<file path="config.mk">
export PLATFORM = sky130hd
export DESIGN_NAME = fifo_word_packer
export DESIGN_NICKNAME = d
export VERILOG_FILES = /design/src/rtl/fifo_word_packer.sv
export SDC_FILE = /design/constraint.sdc
export NUM_CORES = 1
export LEC_CHECK = 0
export BUFFER_PORTS_ARGS = -buffer_cell sky130_fd_sc_hd__clkbuf_2
export CAP_MARGIN = 20
export CORE_MARGIN = 3
export CORE_UTILIZATION = 63
export CTS_BUF_LIST = sky130_fd_sc_hd__clkbuf_4
export DETAILED_ROUTE_END_ITERATION = 16
export PLACE_DENSITY = 0.9
export SLEW_MARGIN = 20
export SYNTH_ARGS = -nofsm -noshare
export SYNTH_HDL_FRONTEND = slang
export SYNTH_SLANG_ARGS = --single-unit
</file>
<file path="constraint.sdc">
create_clock -name rclk -period 3.7 [get_ports rclk]
set_clock_uncertainty 0.1 [all_clocks]
set_input_delay 0.37 -clock rclk [delete_from_list [all_inputs] [get_ports rclk]]
set_output_delay 0.37 -clock rclk [all_outputs]
set_load 0.05 [all_outputs]
</file>
<file path="src/rtl/fifo_word_packer.sv">
// fifo_word_packer: drains a first-word-fall-through FIFO one byte per pop and
// packs the bytes LSB-first into LANES-byte words. A flush request emits a
// partial word with a lane mask.
module fifo_word_packer #(
  parameter int DSIZE = 8,
  parameter int LANES = 4
) (
  input  logic                   rclk,
  input  logic                   rrst_n,
  input  logic                   rempty,
  input  logic [DSIZE-1:0]       rdata,
  output logic                   rinc,
  input  logic                   flush,
  output logic [DSIZE*LANES-1:0] out_data,
  output logic [LANES-1:0]       out_keep,
  output logic                   out_valid,
  input  logic                   out_ready,
  output logic                   busy
);

  localparam int CW = $clog2(LANES);
  localparam logic [CW-1:0] LAST = CW'(LANES - 1);

  typedef enum logic {FILL, FLUSH} state_t;

  state_t                      state;
  logic [CW-1:0]               cnt;
  logic [LANES-1:0][DSIZE-1:0] acc;
  logic [LANES-1:0][DSIZE-1:0] full_word;
  logic [LANES-1:0][DSIZE-1:0] part_word;
  logic [LANES-1:0]            part_keep;
  logic                        out_free;

  // The output register can take a new word when it is empty or being accepted.
  assign out_free = ~out_valid | out_ready;

  // A pop is only safe in FILL with data present, no flush pending, and room
  // for the word that the last lane would complete.
  assign rinc = rrst_n & ~rempty & ~flush & (state == FILL) &
                ((cnt != LAST) | out_free);

  assign busy = (cnt != '0) | out_valid;

  // Build the complete word (head byte in the top lane) and the masked partial word.
  always_comb begin
    full_word       = acc;
    full_word[LAST] = rdata;
    part_word       = '0;
    part_keep       = '0;
    for (int i = 0; i < LANES; i++) begin
      if (CW'(i) < cnt) begin
        part_word[i] = acc[i];
        part_keep[i] = 1'b1;
      end
    end
  end

  // Accumulate popped bytes, load finished or flushed words, and run the FILL/FLUSH FSM.
  always_ff @(posedge rclk or negedge rrst_n) begin
    if (!rrst_n) begin
      state     <= FILL;
      cnt       <= '0;
      acc       <= '0;
      out_data  <= '0;
      out_keep  <= '0;
      out_valid <= 1'b0;
    end else begin
      if (out_valid && out_ready) begin
        out_valid <= 1'b0;
      end
      case (state)
        FILL: begin
          if (rinc) begin
            acc[cnt] <= rdata;
            if (cnt == LAST) begin
              out_data  <= full_word;
              out_keep  <= '1;
              out_valid <= 1'b1;
              cnt       <= '0;
            end else begin
              cnt <= cnt + 1'b1;
            end
          end else if (flush && (cnt != '0)) begin
            state <= FLUSH;
          end
        end
        FLUSH: begin
          if (out_free) begin
            out_data  <= part_word;
            out_keep  <= part_keep;
            out_valid <= 1'b1;
            cnt       <= '0;
            state     <= FILL;
          end
        end
        default: state <= FILL;
      endcase
    end
  end

endmodule

</file>
==> metrics <==
Worst Tran Pin Value=1020 ps; global route overflow=0; clk_lat worst skew=around 400 ps; CTS root buf=clkbuf_4; H-tree Lvls=3; final setup vio count=0; antenna-violating nets left=0; final WL=approximately 7.3 mm; clk buf depth=2; initial antenna violation count=0; most common cell after layout, fill and taps aside=nand3_1; n_diodes=0; first-pass GRT wire length=12.0 mm; Yosys reg bits=64; Post-CTS Setup Bufs=0; setup_tns=0 ps; PwrDens=895 nW/um^2; post-DR wirelength/cell=about 17 um; layout cell share with drive strength beyond 1=0.286; reg2reg end=out_keep[1]; Pre-Repair DR Iteration Count=4; CTS Buf Count=9; PostCTS Resize Cnt=0; Reg2Reg Depth=4; worst-path fanout max=54; DR vias=2,627; Min-Delay Path Class=primary input to flop; Die Y=76.2 um; CTS sink cnt=64; Ports=52; Area Overhead vs Synth=12.7%; Peak VDD IR=0.722 mV; Leakage=1.63 nW; max_cap viols=0; flop-to-flop setup slack=around 1400 ps; Peak Freq=0.386 GHz; Rows=24; Core ar.=4560 um^2; HPWL after detailed placement=between 4 and 5 mm; YS warnings=0; DRT iter0 DRCs=between 150 and 200; CTS tree=built; initial cell density of the core=0.680; layout net count=367; Worst-path clk slew=100 ps; largest net degree at the start of global routing=63; CP Class=primary input to flop; worst hold slack=roughly 190 ps; arrival time worst endpoint=2830 ps; drt via density=6.28; Netlist Area Pre-Place=3100 um^2; CP startpoint kind=primary input; fin util=0.767; mean area per synthesized cell=9.98 um^2; IO Port Bufs=51; worst min-delay path startpoint=rdata[1]; Hold Path Cell Cnt=2; Global Route Usage Sum=0.259; FF-to-FF Start=cnt[1]; RSZ-0062 raised after global routing=no; library cells used by synthesis=28; crit path launch=rrst_n; Worst Setup End Kind=flop; Period minus WS final=around 2600 ps; Die Footprint=5810 um^2; status=completed; slew margin rel.=0.320; Die Span X=between 70 and 80 um; fin crit share=0.700; most frequent cells in the layout=nand3_1 (67), dfrtp_1 (64), nand4_1 (56), clkbuf_2 (51), nand2_1 (34); CP required=3940 ps; # DRC=0; Seq/Total Area, Yosys=0.516; GPL Wtd Cong=0.803; syn nets=approximately 330; cells after synthesis=311; crit path to=out_data[7]; vias in the first global route=2,451; Max Slew Vio Count=0; Fin. Hold Viols=0
==> repair_timing <==
item | CTS | global route
hold buffers | 1 | 0
endpoints found under the setup margin | 0 | 0
endpoints found under the hold margin | 12 | 0
==> critical path, cell delays in order <==
cell and delay, ps:
dlygate4sd3_1 520, clkbuf_2 310, buf_4 600, nor4bb_4 310, buf_4 380, nand4_1 170
nand4_1 130
==> metrics by stage <==
| stage | instance area [um^2] | total power, W | setup slack, ps | instances |
|---|---|---|---|---|
| 2_1_floorplan | 3100 | 0.00238 | 1910 | 311 |
| 3_3_place_gp | 3370 | 0.00268 | 1130 | 402 |
| 3_5_place_dp | 3370 | 0.00274 | 1130 | 402 |
| 4_1_cts | 3490 | 0.00313 | 1050 | 418 |
| 5_1_grt | 3500 | 0.00330 | 885 | 418 |
| 6_report | 3500 | 0.00313 | 1110 | 418 |
==> metal layers <==
metal	vias up	track usage	wire length, um
li1	1232	-	-
met1	1280	0.336	3120
met2	106	0.429	3610
met3	9	0.0390	442
met4	0	0.127	106
met5	-	0	0
==> Yosys cell counts <==
cell       number  share of area
nor2b_1         2         0.0040
o22ai_1         2         0.0040
o22a_1          2         0.0056
dfrtp_1        64           0.52
inv_1           3         0.0036
buf_1           5         0.0060
o211ai_1        1         0.0024
buf_2           9          0.015
mux2i_1         1         0.0032
nand2_1        34          0.041
nor4b_4         1         0.0077
clkbuf_1       16          0.019
a21oi_1         3         0.0048
o21ai_0         1         0.0016
nor4bb_1        1         0.0032
and2_1          3         0.0060
nor3b_1         1         0.0024
o311ai_0        1         0.0028
nand2b_1        2         0.0040
nand3_2         3         0.0097
nand3b_1        1         0.0024
nand4bb_1       1         0.0036
mux2_2         24          0.087
nand4_1        56           0.11
nand3_1        67           0.11
ha_1            5          0.020
nor2_1          1         0.0012
o21a_1          1         0.0024
==> flip-flops by register name, summed over array words and instances, names as in the netlist <==
name       flops
state          1
acc           24
out_keep       4
out_valid      1
cnt            2
out_data      32
==> final cells by class <==
| class | instances | area, um^2 |
|---|---|---|
| inverters | 3 | 11.3 |
| repair buffers | 57 | 303 |
| fillers | 303 | 1060 |
| flip-flops and latches | 64 | 1600 |
| multi-input cells | 214 | 1400 |
| clock buffers | 13 | 97.6 |
| well taps | 65 | 81.3 |
| clock inverters | 2 | 7.51 |
==> report_power, final <==
| group | switching, W | internal, W | total (W) | leakage [nW] |
|---|---|---|---|---|
| registers | 0.000275 | 0.00101 | 0.00128 | 0.830 |
| clock network | 0.000231 | 0.000161 | 0.000393 | 0.0629 |
| logic | 0.00105 | 0.000403 | 0.00146 | 0.733 |
| total | 0.00156 | 0.00157 | 0.00313 | 1.63 |
==> cells by family (layout without fill, tap and decap cells) <==
| family | after synthesis | in the layout | synth area share |
|---|---|---|---|
| compound gates | 11 | 11 | 0.0238 |
| fa+ha+maj | 5 | 5 | 0.0202 |
| buf+inv | 33 | 75 | 0.0435 |
| flops | 64 | 64 | 0.516 |
| mux | 25 | 25 | 0.0903 |
| simple gates | 173 | 173 | 0.306 |
==> how the worst min path moves through the flow <==
stage / slack (ps) / to
floorplan: -30 / acc[0]
global placement: 180 / out_data[13]
detailed placement: 190 / out_data[12]
CTS: 170 / acc[1]
global route: 170 / acc[9]
finish: 190 / acc[1]
Note: power is estimated with default switching activity, not from simulation.
